`src/rtl/lsu32_pkg.sv`:
```
// Shared constants and helpers for the RV32I load/store unit.
// Latency: none; this file holds declarations and pure functions only.
// Backpressure: not applicable.
package lsu32_pkg;

  // RV32I funct3 encodings for loads and stores
  localparam logic [2:0] LSU_B  = 3'b000;
  localparam logic [2:0] LSU_H  = 3'b001;
  localparam logic [2:0] LSU_W  = 3'b010;
  localparam logic [2:0] LSU_BU = 3'b100;
  localparam logic [2:0] LSU_HU = 3'b101;

  // Default size of the attached data memory, in 32-bit words
  localparam int LSU_DEPTH = 1024;

  // Transaction FSM encoding
  typedef enum logic [1:0] {
    ST_IDLE  = 2'd0,
    ST_READ  = 2'd1,
    ST_WRITE = 2'd2,
    ST_RESP  = 2'd3
  } lsu_state_t;

  // Misaligned access, or an encoding with no meaning for this direction.
  // Unsigned variants only exist for loads, so a store using them is illegal.
  function automatic logic lsu_misaligned(input logic       write,
                                          input logic [2:0] funct3,
                                          input logic [1:0] addr_lo);
    logic bad;
    bad = 1'b1;
    case (funct3)
      LSU_B:   bad = 1'b0;
      LSU_H:   bad = addr_lo[0];
      LSU_W:   bad = (addr_lo != 2'b00);
      LSU_BU:  bad = write;
      LSU_HU:  bad = write | addr_lo[0];
      default: bad = 1'b1;
    endcase
    return bad;
  endfunction

endpackage

```
`src/rtl/lsu_lane32.sv`:
```
// Byte/half lane extraction for loads and lane merge for sub-word stores.
// Latency: purely combinational.
// Backpressure: none; results follow the inputs.
module lsu_lane32
  import lsu32_pkg::*;
#(
  parameter int n = 32
) (
  input  logic [2:0]   funct3,
  input  logic [1:0]   addr_lo,
  input  logic [n-1:0] mem_word,
  input  logic [n-1:0] store_data,
  output logic [n-1:0] load_data,
  output logic [n-1:0] merged_word
);

  logic [7:0]  sel_byte;
  logic [15:0] sel_half;

  // Pick the addressed byte and halfword out of the fetched word
  always_comb begin
    sel_byte = 8'h00;
    case (addr_lo)
      2'd0: sel_byte = mem_word[7:0];
      2'd1: sel_byte = mem_word[15:8];
      2'd2: sel_byte = mem_word[23:16];
      2'd3: sel_byte = mem_word[31:24];
      default: sel_byte = 8'h00;
    endcase
    sel_half = addr_lo[1] ? mem_word[31:16] : mem_word[15:0];
  end

  // Sign- or zero-extend the selected lane to the full register width
  always_comb begin
    load_data = mem_word;
    case (funct3)
      LSU_B:   load_data = {{(n-8){sel_byte[7]}}, sel_byte};
      LSU_BU:  load_data = {{(n-8){1'b0}}, sel_byte};
      LSU_H:   load_data = {{(n-16){sel_half[15]}}, sel_half};
      LSU_HU:  load_data = {{(n-16){1'b0}}, sel_half};
      default: load_data = mem_word;
    endcase
  end

  // Overwrite only the addressed lane; the other lanes keep the fetched value
  always_comb begin
    merged_word = mem_word;
    case (funct3)
      LSU_B: begin
        case (addr_lo)
          2'd0: merged_word[7:0]   = store_data[7:0];
          2'd1: merged_word[15:8]  = store_data[7:0];
          2'd2: merged_word[23:16] = store_data[7:0];
          2'd3: merged_word[31:24] = store_data[7:0];
          default: merged_word = mem_word;
        endcase
      end
      LSU_H: begin
        if (addr_lo[1]) merged_word[31:16] = store_data[15:0];
        else            merged_word[15:0]  = store_data[15:0];
      end
      default: merged_word = store_data;
    endcase
  end

endmodule

```
`src/rtl/load_store_unit32.sv`:
```
// Single-outstanding RV32I load/store front end for a word-wide data memory.
// Latency: fault 1, load 2, SW 2, SB/SH 3 cycles from accept to resp_valid.
// Backpressure: req_ready only in IDLE; requests while busy are dropped; no response stall.
module load_store_unit32
  import lsu32_pkg::*;
#(
  parameter int DEPTH = LSU_DEPTH,
  parameter int n     = 32
) (
  input  logic         clk,
  input  logic         rst_n,
  input  logic         req_valid,
  output logic         req_ready,
  input  logic         req_write,
  input  logic [2:0]   req_funct3,
  input  logic [n-1:0] req_addr,
  input  logic [n-1:0] req_wdata,
  output logic         resp_valid,
  output logic [n-1:0] resp_rdata,
  output logic         resp_misaligned,
  output logic         resp_oob,
  output logic [n-1:0] mem_addr,
  output logic         mem_write_enable,
  output logic [n-1:0] mem_write_data,
  input  logic [n-1:0] mem_read_data
);

  localparam logic [n-1:0] DEPTH_W = DEPTH[n-1:0];

  lsu_state_t   state, state_nxt;

  // Request fields kept for the lifetime of the transaction
  logic         write_q;
  logic [2:0]   funct3_q;
  logic [1:0]   addr_lo_q;
  logic [n-1:0] wdata_q;

  // Accept-time checks on the incoming request
  logic [n-1:0] word_idx;
  logic         acc_mis;
  logic         acc_oob;
  logic         acc_fault;
  logic         accept;

  logic [n-1:0] lane_load;
  logic [n-1:0] lane_merge;

  // Fault classification of the request on the bus this cycle
  always_comb begin
    word_idx  = {2'b00, req_addr[n-1:2]};
    acc_mis   = lsu_misaligned(req_write, req_funct3, req_addr[1:0]);
    acc_oob   = (word_idx >= DEPTH_W);
    acc_fault = acc_mis | acc_oob;
    accept    = req_valid & (state == ST_IDLE);
  end

  // Lane logic works on the live memory read; READ exit captures its result
  lsu_lane32 #(.n(n)) u_lane (
    .funct3      (funct3_q),
    .addr_lo     (addr_lo_q),
    .mem_word    (mem_read_data),
    .store_data  (wdata_q),
    .load_data   (lane_load),
    .merged_word (lane_merge)
  );

  // State register
  always_ff @(posedge clk or negedge rst_n) begin
    if (!rst_n) state <= ST_IDLE;
    else        state <= state_nxt;
  end

  // Next-state: faults skip memory; SW writes directly; loads and SB/SH read first
  always_comb begin
    state_nxt = state;
    case (state)
      ST_IDLE: begin
        if (req_valid) begin
          if (acc_fault)                            state_nxt = ST_RESP;
          else if (req_write && req_funct3 == LSU_W) state_nxt = ST_WRITE;
          else                                      state_nxt = ST_READ;
        end
      end
      ST_READ:  state_nxt = write_q ? ST_WRITE : ST_RESP;
      ST_WRITE: state_nxt = ST_RESP;
      ST_RESP:  state_nxt = ST_IDLE;
      default:  state_nxt = ST_IDLE;
    endcase
  end

  // State-decoded handshake and write strobe, so reset drops them at once
  always_comb begin
    req_ready        = (state == ST_IDLE);
    resp_valid       = (state == ST_RESP);
    mem_write_enable = (state == ST_WRITE);
  end

  // Datapath: latch at accept, capture at READ exit, clear response after RESP
  always_ff @(posedge clk or negedge rst_n) begin
    if (!rst_n) begin
      write_q         <= 1'b0;
      funct3_q        <= 3'b000;
      addr_lo_q       <= 2'b00;
      wdata_q         <= '0;
      mem_addr        <= '0;
      mem_write_data  <= '0;
      resp_rdata      <= '0;
      resp_misaligned <= 1'b0;
      resp_oob        <= 1'b0;
    end else begin
      case (state)
        ST_IDLE: begin
          if (accept) begin
            write_q         <= req_write;
            funct3_q        <= req_funct3;
            addr_lo_q       <= req_addr[1:0];
            wdata_q         <= req_wdata;
            mem_addr        <= word_idx;
            // Flags only ever go high on the path that enters RESP directly
            resp_misaligned <= acc_mis;
            resp_oob        <= acc_oob;
            if (!acc_fault && req_write && req_funct3 == LSU_W)
              mem_write_data <= req_wdata;
          end
        end
        ST_READ: begin
          if (write_q) mem_write_data <= lane_merge;
          else         resp_rdata     <= lane_load;
        end
        ST_RESP: begin
          resp_rdata      <= '0;
          resp_misaligned <= 1'b0;
          resp_oob        <= 1'b0;
        end
        default: ;
      endcase
    end
  end

endmodule
```
`config.mk`:
```
export PLATFORM = sky130hd
export DESIGN_NAME = load_store_unit32
export DESIGN_NICKNAME = d
export VERILOG_FILES = /design/src/rtl/lsu32_pkg.sv /design/src/rtl/lsu_lane32.sv /design/src/rtl/load_store_unit32.sv
export SDC_FILE = /design/constraint.sdc
export NUM_CORES = 1
export LEC_CHECK = 0
export ABC_AREA = 1
export CAP_MARGIN = 20
export CELL_PAD_IN_SITES_DETAIL_PLACEMENT = 2
export CELL_PAD_IN_SITES_GLOBAL_PLACEMENT = 2
export CORE_MARGIN = 4
export CORE_UTILIZATION = 26
export DETAILED_ROUTE_END_ITERATION = 10
export PLACE_DENSITY = 0.81
export SLEW_MARGIN = 10
export SYNTH_ARGS = -nofsm -noshare
export SYNTH_HDL_FRONTEND = slang
export SYNTH_SLANG_ARGS = --single-unit
```
`constraint.sdc`:
```
create_clock -name clk -period 2 [get_ports clk]
set_input_delay 0.4 -clock clk [delete_from_list [all_inputs] [get_ports clk]]
set_output_delay 0.4 -clock clk [all_outputs]
set_load 0.05 [all_outputs]
```
# Yosys cells after proc, flatten, opt, wreduce, memory -nomap -nowiden
# Cells that the tools add are included.
# W data, S select, Z words.
# totals
reg_bits	136
# op_classes
n_lt_le_gt_ge	1
eq_ne	18
muxes	26
n_bitwise	3
n_reduce_logical	16
# ops
operator	n
$pmux W32 S2	3
$mux W32	4
$pmux W32 S4	1
$mux W16	3
$mux W8	4
$pmux W8 S4	1
$ge A30 B11 Y1 const B	1
$eq A3 B3 Y1 const B	4
$eq A2 B2 Y1 const B	4
$pmux W2 S4	1
$reduce_bool A2 Y1	4
$eq A3 B1 Y1 const B	2
$logic_not A3 Y1	2
$mux W2	3
$ne A2 B2 Y1 const B	3
$reduce_and A2 Y1	3
$pmux W1 S5	1
$eq A2 B1 Y1 const B	2
$logic_not A2 Y1	2
$ne A2 B1 Y1 const B	2
$pmux W1 S2	2
$reduce_and A4 Y1	1
$eq A3 B2 Y1 const B	1
$logic_and A1 B1 Y1	3
4 further kinds	7

# Depth between registers and ports, before layout
# Gate-level depths: netlist of run 1.
# logic_depth
ltp_word	9
ltp_mapped	11

# By module
# A second synthesis of run 1 with hierarchy kept.
# unflattened
cells_unflattened	1109
area_unflattened_um2	7938.9
# by_module_without_submodules
module	n_inst	cells_each	area_each_um2
load_store_unit32	1	699	5859.4
lsu_lane32	1	410	2079.5

# Worst setup path before layout of run 1
# OpenSTA, ideal clock, no wires.
# synth_timing
path_type	register to register
from	reg state[0]
to	reg mem_write_data[10]
setup_ps	119
arrival_time_ps	1940
required_time_ps	1881
path_slack_ps	-59
stages_incl_launch_ff	9
period_less_slack_ps	2059
cell_sequence	dfrtp_1 inv_1 ha_1 inv_1 a211oi_2 nand2_2 buf_2 nand2_1 nand2_1
# synth_via
elab_chain_cells	4
word_cells_on_any_way	9
cone_classes	eq/ne: 4; mux: 1; bitwise: 1; reduce/logical: 3
# synth_rtl
element	line	text
start, declared	load_store_unit32.sv:30	lsu_state_t state, state_nxt;
start signal, assigned	load_store_unit32.sv:70	else state <= state_nxt;
$logic_not A2 Y1 (*)	--	
net req_ready	load_store_unit32.sv:13	output logic req_ready,
$and A1 B1 Y1	load_store_unit32.sv:54	accept = req_valid & (state == ST_IDLE);
$ne A2 B1 Y1 (no source line)	--	
$reduce_and A4 Y1 (no source line)	--	
end signal, assigned	load_store_unit32.sv:123	mem_write_data <= req_wdata;
end signal, assigned	load_store_unit32.sv:127	if (write_q) mem_write_data <= lane_merge;
end, declared	load_store_unit32.sv:24	output logic [n-1:0] mem_write_data,
# The timed path passes the listed nets; every way through them passes the cells marked *.
# A chain may end at the register's enable or synchronous reset.

# Final worst setup path of run 1
# layout_timing
from	reg state[0]
to	out req_ready
# layout_via
elab_chain_cells	1
# layout_rtl
element	line	text
$logic_not A2 Y1	load_store_unit32.sv:93	req_ready = (state == ST_IDLE);
end, declared	load_store_unit32.sv:13	
# No other way between the ends.

==> results of run 1 <==
## cell families after synthesis
group,count (synthesis)
AO/OA/AOI/OAI,134
adder cells (fa/ha/maj),4
buffers and inverters,127
flip-flops,136
other,1
AND/OR/NAND/NOR,652
## final timing paths
check	depth (start not counted)	from	end
worst max register to register	9	state[1]	mem_write_data[31]
worst min register to register	2	mem_addr[6]	mem_addr[6]
min in group clk	2	mem_addr[6]	mem_addr[6]
max in group asynchronous	3	rst_n	state[0]
worst min-delay path	2	rst_n	wdata_q[5]
worst max-delay path	4	state[0]	req_ready
## metal layers
metal  GRT usage (%)  wire, µm
met1            25.0     13500
met2            36.9     16300
met3            5.78      1840
met4            5.35       532
met5               0        14
## layout by cell type, fill, tap and decap left out, types with 2 or more instances in the layout
cell type / instances
inv_6: 4
clkdlybuf4s50_1: 101
inv_1: 62
inv_2: 6
clkinv_2: 2
nand3_1: 94
nor2_1: 45
clkbuf_16: 17
o211ai_1: 24
conb_1: 2
buf_12: 15
a211oi_1: 4
dfrtp_1: 135
nand2_1: 498
clkinv_4: 2
buf_4: 81
o21ai_0: 60
a21oi_1: 34
a31oi_1: 3
nand2_2: 6
o31ai_1: 3
nand2_4: 2
nor2_4: 2
buf_6: 2
o21ai_1: 3
ha_1: 3
dlygate4sd2_1: 49
nor2_2: 3
clkinvlp_4: 2
bufinv_16: 3
## layout make-up
type | count | area [µm²] | share of cell area (%)
diodes | 1 | 2.50 | 0.0236
clock buffers | 19 | 443 | 4.18
multi-input cells | 792 | 3460 | 32.6
well taps | 378 | 473 | 4.46
clock inverters | 13 | 168 | 1.58
flip-flops and latches | 136 | 3400 | 32.1
repair buffers | 250 | 2390 | 22.6
inverters | 68 | 255 | 2.41
## registers in the layout (all words and copies together) (netlist names)
name / flops
mem_write_data: 32
resp_rdata: 32
wdata_q: 32
mem_addr: 30
funct3_q: 3
addr_lo_q: 2
state: 2
resp_misaligned: 1
resp_oob: 1
write_q: 1
## report_power, final
part	internal, mW	total (mW)	switching (mW)
Combinational	3.62	12.0	8.41
Sequential	3.96	4.72	0.764
Clock	2.01	3.38	1.37
## worst max-delay path: stages (launching register included)
cell and delay, ps:
dfrtp_2 440, inv_1 110, ha_2 200, buf_4 160
buf_12 140
## metrics by stage
step,hold slack (ps),instance area [µm²],setup WS (ps)
after floorplan,104,7380,143
after global placement,328,10000,-164
after detailed placement,328,10000,-309
after CTS,449,10600,0.955
after global routing,473,10600,23.0
final,450,10600,116
## timing repair
item / 4_1_cts / 5_1_grt
gates resized for setup: 50 / 6
setup endpoints to repair: 52 / 15
pin swaps: 0 / 1
endpoints found under the hold margin: 24 / 0
hold buffers: 1 / 0
==> flow_summary.ini, run 1 <==
[status]
status = finished, final reports clean

[worst_hold_path]
min_path_type = primary input to async pin

[yosys]
synth_mux_area_share_pct = 0
ys_ff_latch = 136
async_reset_ff_share_pct = 100
yosysWarnings = 0
yosysMostFrequentCell = nand2_1
yosys.area_share.simple_pct = 35.4
yosysUniqueCellTypes = 29
synth_top_family_by_area = simple AND/OR/NAND/NOR gates
synth_commonest_cells = nand2_1 (499), dfrtp_1 (136), nand3_1 (94)
synth_top_area_share_pct = 46.1
synth_compound_area_share_pct = 10.4
synth_edf_count = 0
synthCells = 1054
synthTopCellsByArea = dfrtp_1 (46%), nand2_1 (25%), nand3_1 (6.4%), o21ai_0 (4.1%), inv_1 (3.3%)
ys_seq_area_share_pct = 46.1
synth_area_um2 = 7380
synth-adder-area-share_pct = 0.678
synthFlopType = dfrtp_1
synth_top_area_cell = dfrtp_1
avgSynthCellArea_um2 = 7.00
synth-xor-area-share_pct = 0

[pwr]
peakVddDrop_uv = 972
p_leak_nw = 5.54
powerDensity_nw_per_um2 = 1900
p_total_mw = 20.1

[timing]
max_freq_mhz = 531
finalCritPeriodShare_pct = 94.2
rsz0062_at_grt = no
hold_viol_final = 0
fin_worst_skew_ps = 10.9
tns_ps = 0
setup_viol = 0
maxSlewViolCount = 0
fin_crit_ps = 1880
slew-limit-headroom_pct = 64.8
tightest_slew_ps = 530

[global_route]
grt_pass1_vias = 8863
grtUsageTotal_pct = 20.8
gr-total-overflow = 0
grt_antenna_before_repair = 2
grt_pass1_wl_mm = 50.9
grt_max_degree = 42

[place]
placed_cells = 1623
dp_hpwl_mm = 23.6
io_buffers = 201
place.gp.congestion = 0.813

[layout]
nets = 1372
area_growth_pct = 43.6
utilization_pct = 38.0
drive_gt1_share_pct = 11.8
stdcell_count = 1657
fillers = 3264

[detailed_routing]
remaining_drc_errors = 0
drt_pass1_iterations = 4
postRouteAntennaNets = 0
detail_route.vias_per_cell = 4.84
detail_route.wl_per_cell_um = 19.4
vias = 8021
drt_iter0_drc = 337
routed_wl_mm = 32.2

[flow_run]
max_cap_viol_count = 0

[die]
ios = 204
design.core.area_um2 = 27900
row_count = 61
die_y_um = 176
start_util_pct = 26.5
fp.dieW_um = 176
die_area_um2 = 31100

[clocking]
cts_tree = built
cts_buffers = 17
clkLatencyLatePin_ps = 430
post_cts_buffers = 0
clk_path_buf_depth = 2
clock_sinks = 136
path_clk_slew_ps = 70
cts_root_buffer = clkbuf_16
htreeDepth = 4

[setup_path]
crit_type = register to output port
worst_setup_path_start_kind = register
ff2ff_setup_slack_ps = 150
cp.arrival_ps = 1480
path_max_fanout = 4
end_kind = output port
required_ps = 1600
No activity file was read; power rests on OpenSTA's default activity.
==> run 2: changes to the inputs <==
- RECOVER_POWER: unset -> 100
==> flow_summary.ini, run 2 (synthesis gave the netlist of run 1 again) <==
[status]
status = finished, final reports clean

[global_route]
grt_antenna_before_repair = 2
grt_pass1_vias = 8863
gr-total-overflow = 0
grtUsageTotal_pct = 20.8
grt_max_degree = 42
grt_pass1_wl_mm = 50.9

[place]
io_buffers = 201
dp_hpwl_mm = 23.6
dpl_worst_slack_ps = -309
postPlaceCellArea_um2 = 10000
place.gp.congestion = 0.813

[pwr]
p_leak_nw = 5.33
peakVddDrop_uv = 958
powerDensity_nw_per_um2 = 1900

[die]
die_y_um = 176
design.core.area_um2 = 27900
fp.dieW_um = 176
start_util_pct = 26.5
row_count = 61
ios = 204
die_area_um2 = 31100

[detailed_routing]
routed_wl_mm = 32.2
detail_route.wl_per_cell_um = 19.5
remaining_drc_errors = 0
drt_pass1_iterations = 4
drt_iter0_drc = 320
postRouteAntennaNets = 0
detail_route.vias_per_cell = 4.82
vias = 7993

[timing]
fin_worst_skew_ps = 10.8
max_freq_mhz = 525
tns_ps = 0
maxSlewViolCount = 0
rsz0062_at_grt = no
slew-limit-headroom_pct = 33.2
layout_setup_ws_ps = 93.9
fin_crit_ps = 1910
finalCritPeriodShare_pct = 95.3
hold_viol_final = 0
tightest_slew_ps = 1000
holdWs_ps = 477
setup_viol = 0

[setup_path]
r2r-start = state[0]
path_max_fanout = 4
ff2ff_setup_slack_ps = 130
r2r_cells = 9
end_kind = output port
crit_type = register to output port
required_ps = 1600
cp.arrival_ps = 1510
r2r-end = mem_write_data[31]
worst_setup_path_start_kind = register

[layout]
area_growth_pct = 40.4
fillers = 3325
drive_gt1_share_pct = 7.98
seqCellArea_um2 = 3400
final_cell_mix = nand2_1 (499), dfrtp_1 (135), clkdlybuf4s50_1 (101)
multiInputGateArea_um2 = 3450
reg_top3 = mem_write_data x32, resp_rdata x32, wdata_q x32
nets = 1372
layout.cells.most_common = nand2_1
final_cell_area_um2 = 10400

[worst_hold_path]
hold-path-endpoint = mem_addr[6]
hold_depth = 2
hold_start = mem_addr[6]
min_path_type = register to register

[clocking]
cts_buffers = 17
htreeDepth = 4
cts_root_buffer = clkbuf_16
clk_path_buf_depth = 2
path_clk_slew_ps = 70
clkLatencyLatePin_ps = 430
cts_tree = built
clock_sinks = 136

[flow_run]
max_cap_viol_count = 0
run 2: cell count changes in the layout (fill, tap and decap cells not counted):
| cell | change |
|---|---|
| clkbuf_4 | +3 |
| nand2_1 | +1 |
| dlymetal6s2s_1 | -1 |
| inv_1 | +1 |
| buf_4 | -52 |
| ha_1 | +1 |
| buf_12 | -3 |
| nand2_2 | -1 |
| clkbuf_2 | +6 |
| inv_2 | -1 |
| ha_2 | -1 |
| clkbuf_1 | +47 |
run 2: routing by layer:
| layer | global-route usage, % | share of wire [%] |
|---|---|---|
| met3 | 5.78 | 5.9 |
| met4 | 5.35 | 1.7 |
| met5 | 0 | 0.040 |
| met2 | 36.9 | 50 |
| met1 | 25.0 | 42 |
run 2: worst max path at each step:
| stage | from | to | slack (ps) |
|---|---|---|---|
| floorplan | state[0] | mem_write_data[10] | 140 |
| global placement | req_addr[20] | mem_write_data[4] | -160 |
| detailed placement | req_addr[20] | mem_write_data[31] | -310 |
| CTS | resp_rdata[24] | resp_rdata[24] | 1 |
| global route | addr_lo_q[1] | resp_rdata[9] | 10 |
| finish | state[0] | req_ready | 90 |
run 2: report_power, final:
group          internal, mW  switching, mW
Sequential             3.96          0.756
Clock                  2.01           1.37
Combinational          3.18           8.40
run 2: final cells by class:
class                           count  area share, %
Multi-Input combinational cell    792           33.3
Timing Repair Buffer              250           20.9
Clock inverter                     13           1.62
Sequential cell                   136           32.9
Clock buffer                       19           4.28
Tap cell                          378           4.57
Antenna cell                        1         0.0242
Inverter                           68           2.46
run 2: critical path, cell delays in order, from the launching register on:
cell and delay, ps:
dfrtp_2 440, inv_1 110, ha_1 200, buf_4 160, buf_6 160
run 2: through the flow:
step / instances / power (mW) / util (%)
after global routing: 1657 / 21.2 / 37.2
after global placement: 1623 / 16.6 / 36.0
after CTS: 1656 / 20.4 / 38.0
after floorplan: 1055 / 12.3 / -
final: 1657 / 19.7 / 37.2
after detailed placement: 1623 / 17.1 / 36.0
run 2: repair_timing:
item	CTS	global route
hold buffers	1	0
setup buffers	0	0
endpoints found under the hold margin	24	0
resized for setup	50	6
pin swaps	0	1
cloned	0	0
setup endpoints to repair	52	15
==> run 3: changes to the inputs <==
- CORE_UTILIZATION: 26 -> 28
- PLACE_DENSITY: 0.81 -> 0.86
- clock period: 2 -> 2.4 ns (I/O delays scaled with it)
==> flow_summary.ini, run 3 (synthesis gave the netlist of run 1 again) <==
[global_route]
grt_pass1_vias = 8881
grtUsageTotal_pct = 21.9
gr-total-overflow = 0
grt_pass1_wl_mm = 49.9
grt_max_degree = 49
grt_antenna_before_repair = 0

[pwr]
powerDensity_nw_per_um2 = 1580
seqPwrFrac_pct = 23.9
swShare_pct = 52.8
peakVddDrop_uv = 592
clockPowerShare_pct = 17.6
combPwrFrac_pct = 58.5
p_switching_mw = 8.69
intPower_mw = 7.78
p_leak_nw = 5.34

[layout]
final_cell_mix = nand2_1 (499), dfrtp_1 (136), clkdlybuf4s50_1 (101)
drive_gt1_share_pct = 5.89
layout.cells.most_common = nand2_1
fillers = 3046
seqCellArea_um2 = 3400
area_growth_pct = 41.4
utilization_pct = 40.1
reg_top3 = mem_write_data x32, resp_rdata x32, wdata_q x32
multiInputGateArea_um2 = 3440
stdcell_count = 1591
n_antenna_cell = 0
nets = 1351

[setup_path]
worst-path-buf-inv = 1
slowest_stage = dlygate4sd3_1
worst_setup_path_start_kind = register
required_ps = 1920
path_delay_family = buffers and inverters
cpPeakStageDelay_ps = 890
crit_type = register to output port
cp.arrival_ps = 1720
r2r-start = state[1]
path_max_fanout = 2
end_kind = output port
path_cells = dlygate4sd3_1
startpoint = mem_write_data[11]

[flow_run]
max_cap_viol_count = 0

[detailed_routing]
postRouteAntennaNets = 0
remaining_drc_errors = 0
routed_wl_mm = 31.7
drt_iter0_drc = 415
detail_route.vias_per_cell = 5.03
detail_route.wl_per_cell_um = 19.9
drt_pass1_iterations = 5
vias = 8002

[die]
design.core.area_um2 = 26000
die_y_um = 170
ios = 204
row_count = 59
die_area_um2 = 29000
fp.dieW_um = 170
start_util_pct = 28.4

[clocking]
cts_tree = built
htreeDepth = 4
cts_root_buffer = clkbuf_16
clk_path_buf_depth = 2
post_cts_buffers = 0
clock_sinks = 136
cts_buffers = 17
path_clk_slew_ps = 60
clkLatencyLatePin_ps = 430

[timing]
finalCritPeriodShare_pct = 91.5
layout_setup_ws_ps = 204
holdWs_ps = 470
max_freq_mhz = 455
slew-limit-headroom_pct = 18.1
hold_viol_final = 0
tns_ps = 0
tightest_slew_ps = 1230
maxSlewViolCount = 0
fin_worst_skew_ps = 7.10
setup_viol = 0
fin_crit_ps = 2200
rsz0062_at_grt = no

[place]
dp_hpwl_mm = 23.0
dpl_worst_slack_ps = 72.9
place.gp.congestion = 0.786
io_buffers = 201
placed_cells = 1559

[status]
status = finished, final reports clean

[worst_hold_path]
min_path_type = register to register
hold_start = mem_write_data[17]
[run 3: metrics by stage]
step           cell area, µm²  power [mW]
2_1_floorplan            7380        10.3
3_3_place_gp             9820        13.5
3_5_place_dp             9820        13.9
4_1_cts                 10500        16.9
5_1_grt                 10400        17.6
6_report                10400        16.5
[run 3: power groups by stage]
stage	combinational [mW]	sequential (mW)	clock [mW]
floorplan	4.21	6.07	0
global placement	9.56	3.94	0
detailed placement	9.87	3.98	0
CTS	10.0	3.97	2.96
global route	10.5	4.07	3.06
finish	9.63	3.93	2.91
[run 3: worst paths after layout]
path	endpoint	slack, ps	depth (start not counted)
worst max register to register	mem_write_data[6]	250	8
min in group asynchronous	resp_rdata[19]	840	2
max in group asynchronous	mem_write_data[31]	380	3
worst min-delay path	mem_write_data[17]	470	2
worst min register to register	mem_write_data[17]	470	2
worst max-delay path	mem_write_data[11]	200	1
[run 3: what timing repair did]
| action | CTS | global route |
|---|---|---|
| setup endpoints to repair | 0 | 2 |
| hold buffers | 1 | 0 |
| gates resized for setup | 0 | 1 |
| endpoints found under the hold margin | 37 | 0 |
[run 3: area by class of cell]
cell class | count | area share (%)
timing repair buffer | 229 | 21.9
sequential | 136 | 32.6
clock inverter | 14 | 1.90
multi-input combinational | 792 | 33.0
tap | 335 | 4.02
clock buffer | 17 | 4.08
inverter | 68 | 2.48
[run 3: metal layers]
metal | track usage (%) | wire length, µm | vias up
met5 | 0 | 0 | -
met4 | 6.67 | 711 | 0
met3 | 5.67 | 1870 | 41
met2 | 39.1 | 16200 | 205
met1 | 25.9 | 12900 | 4044
li1 | - | - | 3712
